`config.mk`:
```
export PLATFORM = sky130hd
export DESIGN_NAME = m_mem_ctrl_flat
export DESIGN_NICKNAME = d
export VERILOG_FILES = /design/src/rtl/m_mem_ctrl_pkg.sv /design/src/rtl/m_mem_ctrl_if.sv /design/src/rtl/m_store_align.sv /design/src/rtl/m_mem_ctrl.sv /design/src/flat_wrapper.sv
export SDC_FILE = /design/constraint.sdc
export NUM_CORES = 1
export LEC_CHECK = 0
export CAP_MARGIN = 10
export CORE_MARGIN = 2
export CORE_UTILIZATION = 40
export CTS_CLUSTER_DIAMETER = 120
export DETAILED_ROUTE_END_ITERATION = 7
export MAX_ROUTING_LAYER = met4
export PLACE_DENSITY = 0.84
export SLEW_MARGIN = 20
export SYNTH_ARGS = -nofsm -noshare
export SYNTH_HDL_FRONTEND = slang
export SYNTH_HIERARCHICAL = 1
export SYNTH_SLANG_ARGS = --single-unit
```
`constraint.sdc`:
```
create_clock -name clk -period 2.1 [get_ports clk]
set_input_delay 0.42 -clock clk [delete_from_list [all_inputs] [get_ports clk]]
set_output_delay 0.42 -clock clk [all_outputs]
set_load 0.03 [all_outputs]
```
`src/rtl/m_mem_ctrl_pkg.sv`:
```
// Shared encodings for the M-stage memory controller: load/store types,
// exception codes, FSM states and the alignment check.
package m_mem_ctrl_pkg;

    localparam logic [2:0] DM_lw  = 3'd0;
    localparam logic [2:0] DM_lh  = 3'd1;
    localparam logic [2:0] DM_lhu = 3'd2;
    localparam logic [2:0] DM_lb  = 3'd3;
    localparam logic [2:0] DM_lbu = 3'd4;

    localparam logic [1:0] ST_sw = 2'd0;
    localparam logic [1:0] ST_sh = 2'd1;
    localparam logic [1:0] ST_sb = 2'd2;

    localparam logic [4:0] EXC_AdEL = 5'd4;
    localparam logic [4:0] EXC_AdES = 5'd5;
    localparam logic [4:0] EXC_DBE  = 5'd7;

    localparam logic [1:0] S_IDLE = 2'd0;
    localparam logic [1:0] S_BUSY = 2'd1;
    localparam logic [1:0] S_DONE = 2'd2;
    localparam logic [1:0] S_ERR  = 2'd3;

    // Word accesses need addr[1:0]=0, halfwords addr[0]=0, bytes never trap.
    function automatic logic f_misaligned(input logic       i_we,
                                          input logic [1:0] i_addr_lo,
                                          input logic [1:0] i_st_type,
                                          input logic [2:0] i_ld_type);
        logic w_mis;
        w_mis = 1'b0;
        if (i_we) begin
            case (i_st_type)
                ST_sw:   w_mis = |i_addr_lo;
                ST_sh:   w_mis = i_addr_lo[0];
                default: w_mis = 1'b0;
            endcase
        end else begin
            case (i_ld_type)
                DM_lw:         w_mis = |i_addr_lo;
                DM_lh, DM_lhu: w_mis = i_addr_lo[0];
                default:       w_mis = 1'b0;
            endcase
        end
        return w_mis;
    endfunction

endpackage

```
`src/rtl/m_mem_ctrl_if.sv`:
```
// Pipeline request, data-bus, load-result and exception signals of the
// M-stage memory controller.
interface m_mem_ctrl_if;

    logic        req_valid;
    logic        req_we;
    logic [31:0] req_addr;
    logic [31:0] req_wdata;
    logic [1:0]  req_store_type;
    logic [2:0]  req_load_type;
    logic        flush;
    logic        stall;

    logic        bus_req;
    logic        bus_we;
    logic [31:0] bus_addr;
    logic [3:0]  bus_byteen;
    logic [31:0] bus_wdata;
    logic        bus_ack;
    logic [31:0] bus_rdata;

    logic        rd_valid;
    logic [31:0] rd_data;
    logic [1:0]  rd_addr_lo;
    logic [2:0]  rd_load_type;

    logic        exc_valid;
    logic [4:0]  exc_code;

    modport slave (
        input  req_valid, req_we, req_addr, req_wdata, req_store_type,
               req_load_type, flush, bus_ack, bus_rdata,
        output stall, bus_req, bus_we, bus_addr, bus_byteen, bus_wdata,
               rd_valid, rd_data, rd_addr_lo, rd_load_type, exc_valid, exc_code
    );

    modport master (
        output req_valid, req_we, req_addr, req_wdata, req_store_type,
               req_load_type, flush, bus_ack, bus_rdata,
        input  stall, bus_req, bus_we, bus_addr, bus_byteen, bus_wdata,
               rd_valid, rd_data, rd_addr_lo, rd_load_type, exc_valid, exc_code
    );

endinterface

```
`src/rtl/m_store_align.sv`:
```
// Store lane steering: byte enables and replicated write data from the
// low address bits and the store type.
module m_store_align
    import m_mem_ctrl_pkg::*;
(
    input  logic [1:0]  i_addr_lo,
    input  logic [1:0]  i_st_type,
    input  logic [31:0] i_wdata,
    output logic [3:0]  o_byteen,
    output logic [31:0] o_wdata
);

    always_comb begin
        o_byteen = 4'b1111;
        o_wdata  = i_wdata;
        case (i_st_type)
            ST_sh: begin
                o_byteen = i_addr_lo[1] ? 4'b1100 : 4'b0011;
                o_wdata  = {2{i_wdata[15:0]}};
            end
            ST_sb: begin
                o_byteen = 4'b0001 << i_addr_lo;
                o_wdata  = {4{i_wdata[7:0]}};
            end
            default: begin
                o_byteen = 4'b1111;
                o_wdata  = i_wdata;
            end
        endcase
    end

endmodule

```
`src/rtl/m_mem_ctrl.sv`:
```
// M-stage data-memory controller: one req/ack bus transaction per load/store,
// pipeline stall while it runs, alignment and bus-timeout exceptions.
module m_mem_ctrl
    import m_mem_ctrl_pkg::*;
#(
    parameter int TIMEOUT = 255
) (
    input  logic          clk,
    input  logic          reset,
    m_mem_ctrl_if.slave   mif
);

    localparam logic [7:0] TO_M1 = 8'(TIMEOUT - 1);

    logic [1:0]  r_state;
    logic [7:0]  r_cnt;
    logic        r_drop;
    logic        r_bus_req;
    logic        r_bus_we;
    logic [31:0] r_bus_addr;
    logic [3:0]  r_bus_byteen;
    logic [31:0] r_bus_wdata;
    logic [1:0]  r_addr_lo;
    logic [2:0]  r_load_type;
    logic        r_rd_valid;
    logic [31:0] r_rd_data;
    logic [1:0]  r_rd_addr_lo;
    logic [2:0]  r_rd_load_type;

    logic        w_misal;
    logic        w_accept;
    logic        w_keep;
    logic [3:0]  w_byteen;
    logic [31:0] w_wdata;

    m_store_align u_store_align (
        .i_addr_lo (mif.req_addr[1:0]),
        .i_st_type (mif.req_store_type),
        .i_wdata   (mif.req_wdata),
        .o_byteen  (w_byteen),
        .o_wdata   (w_wdata)
    );

    assign w_misal  = f_misaligned(mif.req_we, mif.req_addr[1:0],
                                   mif.req_store_type, mif.req_load_type);
    assign w_accept = (r_state == S_IDLE) && mif.req_valid && !mif.flush && !w_misal;
    // A flush arriving in the ack cycle must still squash the result.
    assign w_keep   = !(r_drop || mif.flush);

    always_ff @(posedge clk or negedge reset) begin
        if (!reset) begin
            r_state        <= S_IDLE;
            r_cnt          <= '0;
            r_drop         <= 1'b0;
            r_bus_req      <= 1'b0;
            r_bus_we       <= 1'b0;
            r_bus_addr     <= '0;
            r_bus_byteen   <= '0;
            r_bus_wdata    <= '0;
            r_addr_lo      <= '0;
            r_load_type    <= '0;
            r_rd_valid     <= 1'b0;
            r_rd_data      <= '0;
            r_rd_addr_lo   <= '0;
            r_rd_load_type <= '0;
        end else begin
            case (r_state)
                S_IDLE: begin
                    r_cnt  <= '0;
                    r_drop <= 1'b0;
                    if (w_accept) begin
                        r_bus_req    <= 1'b1;
                        r_bus_we     <= mif.req_we;
                        r_bus_addr   <= {mif.req_addr[31:2], 2'b00};
                        r_bus_byteen <= mif.req_we ? w_byteen : 4'b0000;
                        r_bus_wdata  <= mif.req_we ? w_wdata : 32'd0;
                        r_addr_lo    <= mif.req_addr[1:0];
                        r_load_type  <= mif.req_load_type;
                        r_state      <= S_BUSY;
                    end
                end
                S_BUSY: begin
                    r_cnt <= r_cnt + 8'd1;
                    if (mif.flush)
                        r_drop <= 1'b1;
                    if (mif.bus_ack) begin
                        r_bus_req <= 1'b0;
                        r_state   <= S_DONE;
                        if (!r_bus_we && w_keep) begin
                            r_rd_valid     <= 1'b1;
                            r_rd_data      <= mif.bus_rdata;
                            r_rd_addr_lo   <= r_addr_lo;
                            r_rd_load_type <= r_load_type;
                        end
                    end else if (r_cnt == TO_M1) begin
                        r_bus_req <= 1'b0;
                        r_state   <= S_ERR;
                    end
                end
                S_DONE: begin
                    r_rd_valid <= 1'b0;
                    r_drop     <= 1'b0;
                    r_state    <= S_IDLE;
                end
                default: begin
                    r_drop  <= 1'b0;
                    r_state <= S_IDLE;
                end
            endcase
        end
    end

    always_comb begin
        mif.stall     = 1'b0;
        mif.exc_valid = 1'b0;
        mif.exc_code  = 5'd0;
        case (r_state)
            S_IDLE: begin
                if (mif.req_valid && !mif.flush) begin
                    if (w_misal) begin
                        mif.exc_valid = 1'b1;
                        mif.exc_code  = mif.req_we ? EXC_AdES : EXC_AdEL;
                    end else begin
                        mif.stall = 1'b1;
                    end
                end
            end
            S_BUSY: mif.stall = 1'b1;
            S_ERR: begin
                if (!r_drop) begin
                    mif.exc_valid = 1'b1;
                    mif.exc_code  = EXC_DBE;
                end
            end
            default: ;
        endcase
    end

    assign mif.bus_req      = r_bus_req;
    assign mif.bus_we       = r_bus_we;
    assign mif.bus_addr     = r_bus_addr;
    assign mif.bus_byteen   = r_bus_byteen;
    assign mif.bus_wdata    = r_bus_wdata;
    assign mif.rd_valid     = r_rd_valid;
    assign mif.rd_data      = r_rd_data;
    assign mif.rd_addr_lo   = r_rd_addr_lo;
    assign mif.rd_load_type = r_rd_load_type;

endmodule

```
`src/flat_wrapper.sv`:
```
// flat-port wrapper written by rule: the top's interface ports become plain ports
module m_mem_ctrl_flat import m_mem_ctrl_pkg::*;
#(
    parameter int TIMEOUT = 255
)
  (clk, reset, mif_req_valid, mif_req_we, mif_req_addr, mif_req_wdata, mif_req_store_type, mif_req_load_type, mif_flush, mif_bus_ack, mif_bus_rdata, mif_stall, mif_bus_req, mif_bus_we, mif_bus_addr, mif_bus_byteen, mif_bus_wdata, mif_rd_valid, mif_rd_data, mif_rd_addr_lo, mif_rd_load_type, mif_exc_valid, mif_exc_code);
  m_mem_ctrl_if mif_i ();
  input  logic clk;
  input  logic reset;
  input wire logic [$bits(mif_i.req_valid)-1:0] mif_req_valid;
  input wire logic [$bits(mif_i.req_we)-1:0] mif_req_we;
  input wire logic [$bits(mif_i.req_addr)-1:0] mif_req_addr;
  input wire logic [$bits(mif_i.req_wdata)-1:0] mif_req_wdata;
  input wire logic [$bits(mif_i.req_store_type)-1:0] mif_req_store_type;
  input wire logic [$bits(mif_i.req_load_type)-1:0] mif_req_load_type;
  input wire logic [$bits(mif_i.flush)-1:0] mif_flush;
  input wire logic [$bits(mif_i.bus_ack)-1:0] mif_bus_ack;
  input wire logic [$bits(mif_i.bus_rdata)-1:0] mif_bus_rdata;
  output wire logic [$bits(mif_i.stall)-1:0] mif_stall;
  output wire logic [$bits(mif_i.bus_req)-1:0] mif_bus_req;
  output wire logic [$bits(mif_i.bus_we)-1:0] mif_bus_we;
  output wire logic [$bits(mif_i.bus_addr)-1:0] mif_bus_addr;
  output wire logic [$bits(mif_i.bus_byteen)-1:0] mif_bus_byteen;
  output wire logic [$bits(mif_i.bus_wdata)-1:0] mif_bus_wdata;
  output wire logic [$bits(mif_i.rd_valid)-1:0] mif_rd_valid;
  output wire logic [$bits(mif_i.rd_data)-1:0] mif_rd_data;
  output wire logic [$bits(mif_i.rd_addr_lo)-1:0] mif_rd_addr_lo;
  output wire logic [$bits(mif_i.rd_load_type)-1:0] mif_rd_load_type;
  output wire logic [$bits(mif_i.exc_valid)-1:0] mif_exc_valid;
  output wire logic [$bits(mif_i.exc_code)-1:0] mif_exc_code;
  assign mif_i.req_valid = mif_req_valid;
  assign mif_i.req_we = mif_req_we;
  assign mif_i.req_addr = mif_req_addr;
  assign mif_i.req_wdata = mif_req_wdata;
  assign mif_i.req_store_type = mif_req_store_type;
  assign mif_i.req_load_type = mif_req_load_type;
  assign mif_i.flush = mif_flush;
  assign mif_i.bus_ack = mif_bus_ack;
  assign mif_i.bus_rdata = mif_bus_rdata;
  assign mif_stall = mif_i.stall;
  assign mif_bus_req = mif_i.bus_req;
  assign mif_bus_we = mif_i.bus_we;
  assign mif_bus_addr = mif_i.bus_addr;
  assign mif_bus_byteen = mif_i.bus_byteen;
  assign mif_bus_wdata = mif_i.bus_wdata;
  assign mif_rd_valid = mif_i.rd_valid;
  assign mif_rd_data = mif_i.rd_data;
  assign mif_rd_addr_lo = mif_i.rd_addr_lo;
  assign mif_rd_load_type = mif_i.rd_load_type;
  assign mif_exc_valid = mif_i.exc_valid;
  assign mif_exc_code = mif_i.exc_code;
  m_mem_ctrl #(.TIMEOUT(TIMEOUT)) u_core (.clk(clk), .reset(reset), .mif(mif_i));
endmodule
```
* After elaboration in Yosys (flattened, before gate mapping)
Index checks and enable logic that the tools add are counted.
** Word-level totals
- Register bits :: 122
- Output and inout port bits :: 115
- Word-level logic and storage cells :: 85
- Bits of input ports :: 107
** Operators by class
- Reductions and logical operators :: 22
- Multiplexer cells :: 34
- Equality and inequality tests :: 13
- Shifts and indexed selects :: 1
- Add/subtract/negate cells :: 1
** Operator list (count)
- $pmux 32 s2 :: 1
- $mux 32 :: 1
- $pmux 8 s2 :: 1
- $mux 1 :: 14
- $pmux 1 s2 :: 6
- $mux 5 :: 2
- $pmux 5 s2 :: 1
- $reduce_and 3->1 :: 3
- $add 8x1->8 const B :: 1
- $eq 8x8->1 const B :: 1
- $mux 4 :: 2
- $pmux 4 s2 :: 1
- $eq 2x2->1 const B :: 3
- $mux 2 :: 3
- $logic_and 1x1->1 :: 5
- $eq 2x1->1 const B :: 2
- $logic_not 1->1 :: 4
- $logic_not 2->1 :: 2
- $ne 2x1->1 const B :: 2
- $ne 2x2->1 const B :: 2
- $pmux 2 s2 :: 1
- $reduce_and 2->1 :: 2
- $reduce_bool 2->1 :: 2
- $reduce_or 2->1 :: 2
- 7 further kinds :: 7

* Longest topological paths before layout
- Depth after elaboration :: 8
- Mapped depth :: 9
- Gate-level depth less buffers :: 7

* Hierarchy
Netlist, hierarchy kept.
** Modules (own cells, without submodules)
- m_mem_ctrl :: cells an instance 415, area each 5109.9 um^2, times used 1, seq. area each 3052.9 um^2
- m_store_align :: cells an instance 90, area each 541.8 um^2, times used 1, seq. area each 0.0 um^2

* Least setup slack after synthesis
OpenSTA, ideal clock, no wires.
- Path kind :: reg-to-output
- Start :: register u_core.r_state[0]
- End :: output port mif_exc_code[2]
- Path slack :: -0.526 ns
- Buffers on the path :: 3
- Required time :: 1.680 ns
- Stages on the path, launching flop included :: 9
- Arrival time :: 2.206 ns
- Cells stage by stage :: dfrtp_1 > inv_1 > ha_1 > and2_1 > clkbuf_2 > buf_2 > a21bo_2 > a21oi_1 > buf_4
** Between the ends
- Longest elaborated chain between the ends :: 2
- Elaborated cells between the ends (all ways) :: 3
- Classes of those cells :: 1 x eq/ne; 1 x mux; 1 x reduce/logical
** RTL lines
- from (decl) :: RTL line m_mem_ctrl.sv:15 : logic [1:0] r_state;
- from (signal assigned) :: RTL line m_mem_ctrl.sv:52 : r_state <= S_IDLE;
- from (signal assigned) :: RTL line m_mem_ctrl.sv:79 : r_state <= S_BUSY;
- from (signal assigned) :: RTL line m_mem_ctrl.sv:88 : r_state <= S_DONE;
- $eq 2x2->1 / $logic_not 2->1 (equally long branches) :: RTL line m_mem_ctrl.sv:117 : case (r_state)
- $pmux 5 s2 (*) :: RTL line m_mem_ctrl.sv:117
- to (decl) :: RTL line flat_wrapper.sv:30 : output wire logic [$bits(mif_i.exc_code)-1:0] mif_exc_code;
Every way passes the cells marked *; elsewhere a longest branch is shown, timed or not.

* Worst setup path after layout
- Start :: register u_core.r_state[0]
- End :: output port mif_exc_valid
** Between the ends
- Longest elaborated chain between the ends :: 2
- Elaborated cells between the ends (all ways) :: 3
- Classes of those cells :: 1 x eq/ne; 1 x mux; 1 x reduce/logical
** RTL lines
- $eq 2x2->1 / $logic_not 2->1 (equally long branches) :: RTL line m_mem_ctrl.sv:117
- $pmux 1 s2 (*) :: RTL line m_mem_ctrl.sv:117
- to (decl) :: RTL line flat_wrapper.sv:29 : output wire logic [$bits(mif_i.exc_valid)-1:0] mif_exc_valid;
Marks and branches as above.

==> key figures <==
STA
  • RSZ-0062 raised after global routing: yes
  • Setup TNS Final: -0.1916 ns
  • Max Slew Vio Count: 0
  • Final setup margin: -0.07845 ns
  • Setup Viol. Count Final: 3
  • Clock skew: approximately 0.0048 ns
  • Highest Clock Rate: 0.4590 GHz
  • Period Utilization, post-route: 1.037
  • Period minus WS final: between 2 and 2.5 ns
  • Endpoints failing hold: 0

Pwr
  • Final Power: between 10000 and 15000 µW
  • Peak supply drop: roughly 0.71 mV
  • Leak: ~0.0038 µW
  • Power density cells: ~1600 nW/µm²

Synth
  • Post-synthesis async set-or-reset flop share: 1.000
  • Average cell area after synthesis: between 10 and 15 µm²
  • Synth top area share: 0.5402
  • Cell variety after synth: 46
  • Post-synth top cells: dfrtp_1, mux2_2, o21ai_0
  • Seq/Total Area, Yosys: 0.5402
  • YS warnings: 6
  • Cells after Synth: between 500 and 600
  • Dominant cell type by area after synthesis: dfrtp_1
  • Dominant synthesized flop cell: dfrtp_1
  • Post-synthesis register bit count: ~120
  • Netlist Area Pre-Place: about 5700 µm²
  • Count leader, synth: dfrtp_1
  • EDFF count, synth: 0
  • Top post-synthesis cells by area: dfrtp_1, mux2_2, o21ai_0, nand4_1, inv_1

Final layout
  • Multi-input gate area: 2236 µm²
  • Fin util: 0.6423
  • Share of cells above drive strength 1: 0.2381
  • Area Growth Syn to Fin: 57.14%
  • Non-Filler Instances: 936
  • Fillers: about 1000
  • Register Area: 3053 µm²
  • Post-route cell area: 8881 µm²
  • Final #Nets: ~860
  • Diode count: 0

Floorplan
  • I/O pins: approximately 220
  • Die width: about 120 µm
  • Core Region: 13830 µm²
  • Die height: approximately 120 µm
  • Std cell rows: 43
  • Initial Utilization: 0.4087
  • Area of the die: about 15000 µm²

Detailed routing
  • Via count: around 4700
  • Via/cell ratio: 5.049
  • WL/cell: 16.48 µm
  • Detail Route Antenna Nets: 0
  • DRC viols: 0
  • Drt first-iter violations: 333
  • Final WL: approximately 15000 µm
  • Drt first pass iters: 5

Placement
  • DP Area: between 8000 and 9000 µm²
  • DP HPWL: about 11000 µm
  • Cell Count Post-Placement: just under 900
  • Routability cong.: ~0.9
  • IO buf count: 217

Min path
  • Worst min path class: primary input to flip-flop

Global routing
  • Global-route wire length before repair: roughly 24000 µm
  • Initial antenna violation count: 0
  • Total track usage: 0.2087
  • Vias in the first global route: 4781
  • Largest net degree at the start of global routing: 48
  • Grt total ovfl: 0

CTS
  • CTS buffer count: 17
  • Clock sink count: 122
  • Skew-Pair Late Insertion Delay: 0.41 ns
  • # H-tree levels: 4
  • Clock buffer depth: 2
  • CTS tree: built
  • Root cell of the clock tree: clkbuf_16
  • CTS clk-pin slew, worst paths: around 0.06 ns

Worst setup path
  • Crit-path max FO: 4
  • Worst Setup End Kind: primary output
  • Crit path DAT: about 1.8 ns
  • WS Path Type: flip-flop to primary output
  • Worst EP required: around 1.7 ns
  • Crit start category: flip-flop

Outcome
  • Status: complete, but fails checks
  • Failing checks: setup timing

Run
  • MaxCap Viol Count: 0
[path summary, 6_finish.rpt]
check	startpoint	to	cells past startpoint	slack, ns
setup / recovery	u_core/r_state[0]	mif_exc_valid	6	-0.08
hold / removal	mif_req_addr[1]	u_core/r_addr_lo[1]	2	0.45
setup reg to reg	u_core/r_state[0]	u_core/r_state[1]	8	0.26
hold reg to reg	u_core/mif.rd_data[22]	u_core/mif.rd_data[22]	1	0.50
max in group asynchronous	reset	u_core/mif.rd_data[30]	3	0.97
min in group asynchronous	reset	u_core/mif.bus_addr[13]	2	0.51
[cells in the final DEF (no fill, tap or decap), drive strengths merged, types with 2 or more instances in the layout]
master,n
nand2b,3
bufinv,4
clkinvlp,5
buf,49
ha,9
or2,2
nand2,36
xor2,2
nor3,3
nand3,4
conb,4
a21oi,3
dfrtp,122
a22o,8
xnor2,4
nand4,36
clkdlybuf4s50,203
inv,48
nor2,11
clkbuf,19
dlygate4sd2,7
o22ai,3
a22oi,8
a31o,4
nor2b,5
a21o,3
o21ai,59
mux2,73
clkinv,4
[routing by layer]
metal / up-vias / track usage / wire (µm)
li1: 2217 / - / -
met5: - / - / 0
met4: 0 / 0.08190 / 274
met1: 2284 / 0.2517 / 6245
met2: 204 / 0.3432 / 7909
met3: 21 / 0.04322 / 991
[area by class of cell]
cell class | instances | share of cell area
flip-flops and latches | 122 | 0.3438
repair buffers | 262 | 0.2880
inverters | 47 | 0.01986
clock inverters | 14 | 0.02184
multi-input cells | 293 | 0.2518
well taps | 180 | 0.02536
clock buffers | 18 | 0.04945
[where the power goes]
part	total, µW	switching [µW]	internal, µW
clock	3070	1050	2020
sequential	4090	631	3460
combinational	6690	3650	3040
[cells by family after synthesis]
family,count (synthesis),share of synthesized area
xor gates and xnor gates,6,0.009298
and+or+nand+nor,104,0.09498
adders and majority gates,9,0.01993
buffers and inverters,93,0.08125
DFF,122,0.5402
other,1,0.0006635
AOI/OAI and AO/OA,96,0.1038
muxes,74,0.1499
[worst max-delay path, stage by stage, from the launching register on]
cell     delay [ns]
dfrtp_1        0.40
inv_2          0.11
ha_4           0.14
and2_4         0.15
a21bo_4        0.23
a21oi_4        0.16
buf_6          0.16
[metrics by stage]
step                hold WS (ns)  setup slack [ns]
finish                    0.4525          -0.07845
global route              0.4776           -0.1321
CTS                       0.4587          -0.07090
detailed placement        0.4162           -0.2563
global placement          0.4074           -0.2393
floorplan                 0.1244          -0.06402
[registers in the layout, summed over array words and instances (netlist names)]
| register | count |
|---|---|
| u_core/r_load_type | 3 |
| u_core/r_state | 2 |
| u_core/mif.bus_byteen | 4 |
| u_core/mif.bus_wdata | 32 |
| u_core/mif.bus_req | 1 |
| u_core/mif.rd_valid | 1 |
| u_core/mif.bus_addr | 30 |
| u_core/r_cnt | 8 |
| u_core/r_drop | 1 |
| u_core/mif.rd_data | 32 |
| u_core/mif.rd_addr_lo | 2 |
| u_core/mif.bus_we | 1 |
| u_core/mif.rd_load_type | 3 |
| u_core/r_addr_lo | 2 |
[what timing repair did]
action,in CTS,in global routing
hold buffers,1,0
gates resized for setup,26,8
endpoints found under the setup margin,5,5
buffers inserted,11,1
hold endpoints to repair,35,0
pin swaps,5,2
No activity file was read; power rests on OpenSTA's default activity.
